File: src/rtl/game_pkg.sv
// Shared game types: movement directions, player step states and tile timing constants.
package game_pkg;

   typedef enum logic [1:0] {
      DOWN  = 2'd0,
      UP    = 2'd1,
      LEFT  = 2'd2,
      RIGHT = 2'd3
   } dir_t;

   typedef enum logic [1:0] {
      ST_IDLE   = 2'd0,
      ST_LOOKUP = 2'd1,
      ST_STEP   = 2'd2,
      ST_BUMP   = 2'd3
   } step_state_t;

   localparam int TILE_PX        = 16;
   localparam int HALF_TILE_PX   = TILE_PX / 2;
   localparam int LOOKUP_TIMEOUT = 255;

   // Neighbour tile one step toward d, widened to 7 bits so that stepping off
   // either edge lands at >= the map size (0 - 1 wraps to 127).
   function automatic logic [13:0] step_target(input logic [5:0] x,
                                               input logic [5:0] y,
                                               input dir_t       d);
      logic [6:0] nx;
      logic [6:0] ny;
      nx = {1'b0, x};
      ny = {1'b0, y};
      case (d)
         DOWN:    ny = {1'b0, y} + 7'd1;
         UP:      ny = {1'b0, y} - 7'd1;
         LEFT:    nx = {1'b0, x} - 7'd1;
         RIGHT:   nx = {1'b0, x} + 7'd1;
         default: nx = {1'b0, x};
      endcase
      return {nx, ny};
   endfunction

endpackage

File: src/rtl/player_step_ctrl.sv
// Tile-based player movement: per-frame stepping with an external collision
// lookup over a req/ack handshake, bump animation when blocked or at map edge.
module player_step_ctrl
   import game_pkg::*;
#(
   parameter int MAP_W   = 40,
   parameter int MAP_H   = 30,
   parameter int START_X = 10,
   parameter int START_Y = 10
) (
   input  logic       Clk,
   input  logic       Reset,
   input  logic       frame_tick,
   input  logic       move_req,
   input  logic [1:0] move_dir,
   input  logic       run,
   output logic       coll_req,
   output logic [5:0] coll_x,
   output logic [5:0] coll_y,
   input  logic       coll_ack,
   input  logic       coll_blocked,
   output logic [5:0] tile_x,
   output logic [5:0] tile_y,
   output logic [3:0] pix_off,
   output logic [1:0] facing,
   output logic       walking,
   output logic [1:0] anim_frame
);

   localparam logic [6:0] MAP_W_C   = 7'(MAP_W);
   localparam logic [6:0] MAP_H_C   = 7'(MAP_H);
   localparam logic [5:0] START_X_C = 6'(START_X);
   localparam logic [5:0] START_Y_C = 6'(START_Y);
   localparam logic [4:0] TILE_C    = 5'(TILE_PX);
   localparam logic [4:0] HALF_C    = 5'(HALF_TILE_PX);
   localparam logic [4:0] BUMP_LAST = 5'(TILE_PX - 1);
   localparam logic [7:0] TMO_LAST  = 8'(LOOKUP_TIMEOUT - 1);

   step_state_t state_r, state_nx;
   logic [5:0]  tile_x_r, tile_x_nx;
   logic [5:0]  tile_y_r, tile_y_nx;
   logic [1:0]  facing_r, facing_nx;
   logic        run_lat_r, run_lat_nx;
   logic [4:0]  offset_r, offset_nx;
   logic [4:0]  bump_cnt_r, bump_cnt_nx;
   logic        parity_r, parity_nx;
   logic [7:0]  timeout_r, timeout_nx;
   logic        coll_req_r, coll_req_nx;
   logic [5:0]  coll_x_r, coll_x_nx;
   logic [5:0]  coll_y_r, coll_y_nx;
   logic [3:0]  pix_off_r, pix_off_nx;
   logic        walking_r, walking_nx;
   logic [1:0]  anim_frame_r, anim_frame_nx;

   logic [1:0]  dir_sel_s;
   logic [13:0] target_s;
   logic        oob_s;
   logic [4:0]  offset_sum_s;
   logic [1:0]  first_half_frame_s;

   // Neighbour tile: requested direction while idle, committed facing otherwise.
   always_comb begin
      if (state_r == ST_IDLE) begin
         dir_sel_s = move_dir;
      end else begin
         dir_sel_s = facing_r;
      end
      target_s           = step_target(tile_x_r, tile_y_r, dir_t'(dir_sel_s));
      oob_s              = (target_s[13:7] >= MAP_W_C) || (target_s[6:0] >= MAP_H_C);
      offset_sum_s       = offset_r + (run_lat_r ? 5'd2 : 5'd1);
      first_half_frame_s = parity_r ? 2'd2 : 2'd1;
   end

   // Next-state and next-output logic for the step FSM.
   always_comb begin
      state_nx    = state_r;
      tile_x_nx   = tile_x_r;
      tile_y_nx   = tile_y_r;
      facing_nx   = facing_r;
      run_lat_nx  = run_lat_r;
      offset_nx   = offset_r;
      bump_cnt_nx = bump_cnt_r;
      parity_nx   = parity_r;
      timeout_nx  = timeout_r;
      coll_req_nx = coll_req_r;
      coll_x_nx   = coll_x_r;
      coll_y_nx   = coll_y_r;

      case (state_r)
         ST_IDLE: begin
            if (frame_tick && move_req) begin
               facing_nx  = move_dir;
               run_lat_nx = run;
               if (oob_s) begin
                  state_nx    = ST_BUMP;
                  bump_cnt_nx = 5'd0;
               end else begin
                  state_nx    = ST_LOOKUP;
                  coll_req_nx = 1'b1;
                  coll_x_nx   = target_s[12:7];
                  coll_y_nx   = target_s[5:0];
                  timeout_nx  = 8'd0;
               end
            end else begin
               state_nx = ST_IDLE;
            end
         end

         ST_LOOKUP: begin
            if (coll_ack) begin
               coll_req_nx = 1'b0;
               timeout_nx  = 8'd0;
               if (coll_blocked) begin
                  state_nx    = ST_BUMP;
                  bump_cnt_nx = 5'd0;
               end else begin
                  state_nx  = ST_STEP;
                  offset_nx = 5'd0;
               end
            end else if (timeout_r == TMO_LAST) begin
               // A silent collision memory is treated as a wall.
               coll_req_nx = 1'b0;
               timeout_nx  = 8'd0;
               state_nx    = ST_BUMP;
               bump_cnt_nx = 5'd0;
            end else begin
               timeout_nx = timeout_r + 8'd1;
            end
         end

         ST_STEP: begin
            if (frame_tick) begin
               if (offset_sum_s >= TILE_C) begin
                  tile_x_nx = target_s[12:7];
                  tile_y_nx = target_s[5:0];
                  offset_nx = 5'd0;
                  parity_nx = ~parity_r;
                  state_nx  = ST_IDLE;
               end else begin
                  offset_nx = offset_sum_s;
               end
            end else begin
               state_nx = ST_STEP;
            end
         end

         ST_BUMP: begin
            if (frame_tick) begin
               if (bump_cnt_r == BUMP_LAST) begin
                  bump_cnt_nx = 5'd0;
                  state_nx    = ST_IDLE;
               end else begin
                  bump_cnt_nx = bump_cnt_r + 5'd1;
               end
            end else begin
               state_nx = ST_BUMP;
            end
         end

         default: begin
            state_nx    = ST_IDLE;
            coll_req_nx = 1'b0;
            offset_nx   = 5'd0;
            bump_cnt_nx = 5'd0;
         end
      endcase
   end

   // Presentation outputs derived from the upcoming state so they register with it.
   always_comb begin
      pix_off_nx    = 4'd0;
      walking_nx    = 1'b0;
      anim_frame_nx = 2'd0;
      case (state_nx)
         ST_STEP: begin
            pix_off_nx    = offset_nx[3:0];
            walking_nx    = 1'b1;
            anim_frame_nx = (offset_nx < HALF_C) ? first_half_frame_s : 2'd0;
         end
         ST_BUMP: begin
            walking_nx    = 1'b1;
            anim_frame_nx = (bump_cnt_nx < HALF_C) ? first_half_frame_s : 2'd0;
         end
         default: begin
            walking_nx = 1'b0;
         end
      endcase
   end

   // State and output registers with synchronous reset.
   always_ff @(posedge Clk) begin
      if (Reset) begin
         state_r      <= ST_IDLE;
         tile_x_r     <= START_X_C;
         tile_y_r     <= START_Y_C;
         facing_r     <= 2'd0;
         run_lat_r    <= 1'b0;
         offset_r     <= 5'd0;
         bump_cnt_r   <= 5'd0;
         parity_r     <= 1'b0;
         timeout_r    <= 8'd0;
         coll_req_r   <= 1'b0;
         coll_x_r     <= 6'd0;
         coll_y_r     <= 6'd0;
         pix_off_r    <= 4'd0;
         walking_r    <= 1'b0;
         anim_frame_r <= 2'd0;
      end else begin
         state_r      <= state_nx;
         tile_x_r     <= tile_x_nx;
         tile_y_r     <= tile_y_nx;
         facing_r     <= facing_nx;
         run_lat_r    <= run_lat_nx;
         offset_r     <= offset_nx;
         bump_cnt_r   <= bump_cnt_nx;
         parity_r     <= parity_nx;
         timeout_r    <= timeout_nx;
         coll_req_r   <= coll_req_nx;
         coll_x_r     <= coll_x_nx;
         coll_y_r     <= coll_y_nx;
         pix_off_r    <= pix_off_nx;
         walking_r    <= walking_nx;
         anim_frame_r <= anim_frame_nx;
      end
   end

   assign coll_req   = coll_req_r;
   assign coll_x     = coll_x_r;
   assign coll_y     = coll_y_r;
   assign tile_x     = tile_x_r;
   assign tile_y     = tile_y_r;
   assign pix_off    = pix_off_r;
   assign facing     = facing_r;
   assign walking    = walking_r;
   assign anim_frame = anim_frame_r;

endmodule

File: config.mk
export PLATFORM = sky130hd
export DESIGN_NAME = player_step_ctrl
export DESIGN_NICKNAME = d
export VERILOG_FILES = /design/src/rtl/game_pkg.sv /design/src/rtl/player_step_ctrl.sv
export SDC_FILE = /design/constraint.sdc
export NUM_CORES = 1
export LEC_CHECK = 0
export ABC_AREA = 1
export CAP_MARGIN = 40
export CORE_MARGIN = 10
export CORE_UTILIZATION = 36
export CTS_CLUSTER_SIZE = 16
export DETAILED_ROUTE_END_ITERATION = 8
export SYNTH_ARGS = -nofsm -noshare
export SYNTH_HDL_FRONTEND = slang
export SYNTH_SLANG_ARGS = --single-unit
export TNS_END_PERCENT = 50
File: constraint.sdc
create_clock -name Clk -period 4.45 [get_ports Clk]
set_clock_uncertainty 0.05 [all_clocks]
set_input_delay 0.6675 -clock Clk [delete_from_list [all_inputs] [get_ports Clk]]
set_output_delay 0.6675 -clock Clk [all_outputs]
set_load 0.05 [all_outputs]
==> key figures, run 1 <==
Detailed routing
  • Wire length per cell: 13.6 um
  • Via-per-instance ratio: 4.99
  • Drc violations: 0
  • WL final: 8670 um
  • Drt pass-1 iters: 4
  • Antenna Nets Post-Route: 0
  • Total number of vias: 3174
  • Starting DRT DRC Count: 216

Floorplanning
  • Die height: 117 um
  • I/O pins: 43
  • Initial core utilization: 36.9%
  • Die width: 117 um
  • Rows: 35
  • Die area: 0.0137 mm^2
  • Core Box Area: 0.00920 mm^2

Power
  • Switching Share: 48.9%
  • Comb power frac: 56.3%
  • Clk pwr share: 14.1%
  • Internal: 1.06 mW
  • Register share of total power: 29.6%
  • Psw: 1.01 mW
  • P_leak: 1.73 nW
  • PwrDens: 520 mW/mm^2
  • VDD IR max: 224 uV
  • Total power: 2.08 mW

Logic synthesis
  • Mean Syn Cell Area: 7.01 um^2
  • Syn Nets: 511
  • Post-Synth Simple-Gate Area: 29.1%
  • Largest family of logic cells by synthesized area: simple AND/OR/NAND/NOR gates
  • Adder-Cell Fraction of Synth Area: 7.08%
  • Post-synthesis cell count: 484
  • Post-synthesis xor/xnor area fraction: 3.35%
  • Cell variety after synth: 42
  • Compound-gate portion of the synthesized area: 16.5%
  • Yosys reg bits: 56
  • Post-synthesis mux area share: 0.295%
  • Sequential share of the synthesized area: 33.0%
  • Mapped cell area: 0.00339 mm^2
  • YS warnings: 0

Worst setup path
  • CP required: 4.59 ns
  • Crit path max fanout: 11
  • Startpoint Class: flop
  • FF-to-FF path depth: 23
  • Arr. time, crit path: 4.08 ns
  • R2R Path End: timeout_r[6]
  • Reg-to-reg setup timing slack: 0.52 ns
  • Worst setup startpoint: state_r[0]
  • Critical path class: reg -> reg
  • Crit end category: flop
  • Crit Reg-Reg Startpoint: state_r[0]

CTS
  • Root Driver: clkbuf_8
  • CTS max path bufs: 2
  • Postcts setup bufs: 0
  • Clk sinks: 56
  • TritonCTS clock tree: built
  • H-tree Lvls: 2
  • Skew-Pair Late Insertion Delay: 0.31 ns
  • Post-CTS Hold Fix Bufs: 0
  • Inserted Clock Buffers: 5
  • Clock Pin Slew Worst Setup and Hold Paths: 0.11 ns

STA
  • Setup_tns: 0 ns
  • Pins Over Slew Limit: 0
  • RSZ-0062 raised after global routing: no
  • Slew HR: 56.1%
  • Final period util: 88.4%
  • Final setup violation count: 0
  • Fin. Hold Viols: 0
  • Worst Tran Pin Value: 0.658 ns
  • Post-layout minimum cycle time: 3.93 ns
  • Final hold slack: 0.427 ns
  • Fmax achieved: 254 MHz

Status
  • Status: completed

Global routing
  • Tot GR Track Use: 13.1%
  • First-pass GRT wire length: 14700 um
  • Initial antenna violation count: 0
  • Vias in the first global route: 3100
  • Maximum number of pins on one net before global-route repair: 34
  • Gr ovfl total: 0

Min path
  • Hold path cells: 2
  • Hold_sp: parity_r
  • Worst Hold Path EP: anim_frame[1]
  • Min-delay worst type: reg -> reg

Run
  • MaxCap Viol Count: 0

Finish
  • Share of cells above drive strength 1: 8.95%
  • Antenna Cells: 0
  • Commonest non-fill, non-tap cells in the layout: nand2_1 (92), inv_1 (63), dfxtp_1 (56), a21oi_1 (44), nor2_1 (43)
  • Final Util: 43.4%
  • Most common cell after layout, fill and taps aside: nand2_1
  • Layout Nets: 551
  • Post-route insts no fill: 636
  • Area grow syn2layout: 17.6%

Place
  • Placed cells: 628
  • Number of port buffers: 42
  • GPL Wtd Cong: 0.855
  • HPWL Detailed: 6610 um
==> power by group through the flow <==
stage / registers [mW] / logic (mW) / clock network, mW
after floorplan: 0.745 / 0.788 / 0
after global placement: 0.625 / 1.16 / 0
after detailed placement: 0.625 / 1.17 / 0
after CTS: 0.614 / 1.17 / 0.304
after global routing: 0.624 / 1.32 / 0.323
final: 0.614 / 1.17 / 0.292
==> worst max-delay path by stage <==
stage,to,slack (ns),depth (start not counted)
floorplan,coll_req,1.0,27
global placement,timeout_r[4],0.32,22
finish,timeout_r[6],0.52,23
CTS,timeout_r[6],0.46,24
global route,timeout_r[4],0.06,24
detailed placement,timeout_r[6],0.27,22
==> synthesized netlist by cell type <==
master | number | area share (%)
nand4_1 | 7 | 1.3
dfxtp_1 | 56 | 33
inv_2 | 4 | 0.44
buf_2 | 1 | 0.15
nand4_4 | 1 | 0.63
o21ai_1 | 4 | 0.59
a21o_1 | 1 | 0.22
o21ai_2 | 1 | 0.26
nand3_4 | 1 | 0.52
o211ai_1 | 4 | 0.88
a31oi_1 | 2 | 0.37
clkbuf_1 | 8 | 0.88
or2_1 | 1 | 0.18
nor2_2 | 1 | 0.18
nand3_1 | 32 | 4.7
buf_4 | 1 | 0.22
or2_2 | 2 | 0.37
xnor2_1 | 3 | 0.77
nand3_2 | 5 | 1.5
mux2i_1 | 1 | 0.29
a2111oi_0 | 1 | 0.26
buf_6 | 5 | 1.7
nand2_4 | 3 | 1.0
nor2_4 | 1 | 0.33
inv_1 | 63 | 7.0
a31o_2 | 1 | 0.26
nand3b_1 | 2 | 0.44
o41ai_1 | 2 | 0.52
nor2_1 | 43 | 4.8
xor2_1 | 10 | 2.6
nand2_2 | 10 | 1.8
ha_1 | 16 | 5.9
nand2_1 | 92 | 10
clkinv_1 | 1 | 0.11
nor3_1 | 8 | 1.2
inv_4 | 1 | 0.18
fa_1 | 2 | 1.2
a21oi_1 | 44 | 6.5
o21ai_0 | 38 | 5.6
a21oi_2 | 2 | 0.52
o22ai_1 | 2 | 0.37
a211oi_1 | 1 | 0.22
==> cells by family after synthesis <==
group | after synthesis
and+or+nand+nor | 209
AOI/OAI and AO/OA | 103
buffers and inverters | 84
DFF | 56
adders and majority gates | 18
xor gates and xnor gates | 13
muxes | 1
==> layout make-up <==
cell class                 instances  area [um^2]
tap                              111          139
fill                             984         5200
clock inverter                     3         22.5
sequential                        56         1120
inverter                          69          262
multi-input combinational        344         1910
clock buffer                       5         68.8
timing repair buffer              48          465
==> what timing repair did <==
item	CTS	global route
endpoints found under the hold margin	0	0
setup endpoints to repair	0	9
resized for setup	0	1
==> flip-flops by register name, indices dropped and copies added (netlist names), 2 cells and up <==
| name | flops |
|---|---|
| bump_cnt_r | 5 |
| coll_x | 6 |
| coll_y | 6 |
| pix_off | 4 |
| facing | 2 |
| tile_y | 6 |
| timeout_r | 8 |
| anim_frame | 2 |
| state_r | 2 |
| offset_r | 5 |
| tile_x | 6 |
==> critical path, cell delays in order, from the launching register on <==
cell	delay (ns)
dfxtp_1	0.42
inv_1	0.10
ha_1	0.34
inv_4	0.14
nand2_2	0.07
nand2_4	0.14
inv_1	0.05
nor2_1	0.18
inv_1	0.15
ha_1	0.36
a21o_1	0.22
nor2_1	0.12
xor2_1	0.17
nand2_1	0.06
nand2_1	0.10
nand2_1	0.06
nand2_1	0.08
nand2_1	0.08
nor2_4	0.17
nand4_4	0.17
o21ai_2	0.24
inv_2	0.14
nand2_1	0.09
a21oi_1	0.06
==> through the flow <==
step,setup WS [ns],cell area (um^2)
global placement,0.320,3900
floorplan,0.998,3390
CTS,0.456,3990
detailed placement,0.272,3900
global route,0.0609,3990
finish,0.515,3990
==> metal layers <==
| layer | vias up | global-route usage, % | routed length [um] |
|---|---|---|---|
| met5 | - | 0 | 0 |
| li1 | 1659 | - | - |
| met2 | 56 | 22.2 | 4140 |
| met1 | 1447 | 16.1 | 3940 |
| met4 | 0 | 4.53 | 144 |
| met3 | 12 | 3.01 | 451 |
Note: power is estimated with default switching activity, not from simulation.
==> run 2: changes to the inputs <==
- CORE_UTILIZATION: 36 -> 40
==> run 2 against run 1 <==
Effect of this change: sequential power hardly changed; highest routed layer unchanged; hold slack got worse by 0.029 ns; via count shrank 0.50%; clock-buffer cell count up 2; largest power group unchanged; wire length fell by 2.1%; critical endpoint is now timeout_r[1]; largest cell class unchanged; die area decreased by 8.3%.
==> key figures, run 2 (synthesis results as in run 1) <==
Status
  • Status: completed

Floorplanning
  • Initial core utilization: 41.1% (+4.2 points)
  • Rows: 33 (-5.7%)
  • Die width: 112 um (-4.3%)
  • I/O pins: 43 (unchanged)
  • Core Box Area: 0.00826 mm^2 (-10%)
  • Die height: 112 um (-4.3%)
  • Die area: 0.0126 mm^2 (-8.3%)

STA
  • Worst Tran Pin Value: 0.697 ns (+0.0398 ns)
  • RSZ-0062 raised after global routing: no
  • Post-layout minimum cycle time: 3.87 ns (-0.0626 ns)
  • Final period util: 87.0% (-1.4 points)
  • Fmax achieved: 258 MHz (+1.6%)
  • Final setup violation count: 0 (unchanged)
  • Pins Over Slew Limit: 0 (unchanged)
  • Slew HR: 53.5% (-2.7 points)
  • Setup_tns: 0 ns (unchanged)
  • Fin. Hold Viols: 0 (unchanged)

Global routing
  • Vias in the first global route: 2988 (-3.6%)
  • First-pass GRT wire length: 14300 um (-2.5%)
  • Initial antenna violation count: 0 (unchanged)
  • Gr ovfl total: 0 (unchanged)
  • Maximum number of pins on one net before global-route repair: 34 (unchanged)
  • Tot GR Track Use: 13.2% (+0.034 points)

Power
  • VDD IR max: 329 uV (+47%)
  • PwrDens: 515 mW/mm^2 (-0.89%)
  • P_leak: 1.70 nW (-1.3%)
  • Total power: 2.04 mW (-1.7%)

CTS
  • Skew-Pair Late Insertion Delay: 0.31 ns (about the same)
  • CTS max path bufs: 2 (unchanged)
  • Clk sinks: 56 (unchanged)
  • Post-CTS Hold Fix Bufs: 0 (unchanged)
  • Clock Pin Slew Worst Setup and Hold Paths: 0.10 ns (about the same)
  • Root Driver: clkbuf_8
  • Inserted Clock Buffers: 5 (unchanged)
  • H-tree Lvls: 2 (unchanged)
  • TritonCTS clock tree: built
  • Postcts setup bufs: 0 (unchanged)

Worst setup path
  • Startpoint Class: flop
  • Crit end category: flop
  • Arr. time, crit path: 4.02 ns (-0.06 ns)
  • CP peak stage delay: 0.42 ns (about the same)
  • CP Cell Sequence: inv_1 -> ha_2 -> inv_4 -> nand2_2 -> nand2_4 -> inv_1 -> nor2_1 -> inv_1 -> ha_1 -> nand2_1 -> o21ai_0 -> a21oi_1 -> o21ai_1 -> o21ai_1 -> inv_1 -> nand2_1 -> nand2_1 -> nand2_1 -> nor2_4 -> nand4_4 -> o21ai_2 -> inv_2 -> nand2_1 -> a21oi_1
  • Crit-path most repeated cell: nand2_1
  • CP required: 4.60 ns (about the same)
  • Reg-to-reg setup timing slack: 0.58 ns (+0.06 ns)
  • Crit path max fanout: 11 (unchanged)
  • Critical path class: reg -> reg
  • CP max stage cell: dfxtp_1

Finish
  • Area grow syn2layout: 16.6%
  • Max FFs per register: 8 (unchanged)
  • Commonest non-fill, non-tap cells in the layout: nand2_1 (92), inv_1 (63), dfxtp_1 (56), a21oi_1 (44), nor2_1 (43)
  • Reg with most FFs: timeout_r
  • Post-route insts no fill: 627 (-1.4%)
  • Layout Nets: 548 (-0.54%)
  • Antenna Cells: 0 (unchanged)
  • Most common cell after layout, fill and taps aside: nand2_1
  • Filler cells: 875 (-11%)
  • Share of cells above drive strength 1: 8.24% (-0.71 points)

Detailed routing
  • Routed wl met3: 310 um (-31%)
  • Antenna Nets Post-Route: 0 (unchanged)
  • Wire length per cell: 13.5 um (-0.72%)
  • Met2 WL: 3980 um (-3.8%)
  • Starting DRT DRC Count: 103 (-52%)
  • Top routing layer in use: met4
  • Drt pass-1 iters: 4 (unchanged)
  • Total number of vias: 3158 (-0.50%)
  • WL final: 8490 um (-2.1%)
  • Wl on met1: 4130 um (+4.9%)
  • Drc violations: 0 (unchanged)
  • Via-per-instance ratio: 5.04 (+0.92%)

Place
  • HPWL Detailed: 6260 um (-5.4%)
  • Number of port buffers: 42 (unchanged)
  • Placed cells: 619 (-1.4%)
  • GPL Wtd Cong: 0.864 (+1.1%)

Run
  • MaxCap Viol Count: 0 (unchanged)

Min path
  • Min-delay worst type: reg -> reg
run 2: final cells by class:
class                      count  area [um^2]  share of cell area [%]
clock buffer                   7         76.3                    1.93
inverter                      69          262                    6.61
timing repair buffer          45          443                    11.2
sequential                    56         1120                    28.3
multi-input combinational    344         1920                    48.4
clock inverter                 1         8.76                   0.221
tap                          105          131                    3.32
run 2: timing repair:
action / in CTS / in global routing
gates resized for setup: 0 / 1
setup endpoints to repair: 0 / 19
hold endpoints to repair: 0 / 0
run 2: worst max-delay path: cells and delay by family (launching register included):
kind / cells / cell delay, ns
simple gates: 10 / 1.10
fa+ha+maj: 2 / 0.69
buf+inv: 6 / 0.66
compound gates: 6 / 0.84
flops: 1 / 0.42
run 2: worst paths after layout:
kind,startpoint,endpoint,depth (start not counted)
max,state_r[0],timeout_r[1],24
min,parity_r,anim_frame[1],2
max reg2reg,state_r[0],timeout_r[1],24
min reg2reg,parity_r,anim_frame[1],2
run 2: layer usage:
| metal | GRT usage [%] | vias to the layer above |
|---|---|---|
| met5 | 0 | - |
| met4 | 2.71 | 0 |
| met3 | 3.14 | 6 |
| met2 | 22.3 | 40 |
| met1 | 16.6 | 1455 |
| li1 | - | 1657 |
run 2: through the flow:
step	setup WS [ns]	hold slack, ns	instance area, um^2	utilization [%]
finish	0.578	0.398	3960	47.9
global route	0.0232	0.440	3960	47.9
CTS	0.389	0.399	3960	47.9
detailed placement	0.267	0.385	3870	46.9
global placement	0.368	0.384	3870	46.9
floorplan	0.998	0.370	3390	-
run 2: power breakdown:
part / switching, mW / total, mW / internal [mW]
clock: 0.169 / 0.282 / 0.113
combinational: 0.778 / 1.14 / 0.366
sequential: 0.0486 / 0.613 / 0.564
total: 0.995 / 2.04 / 1.04
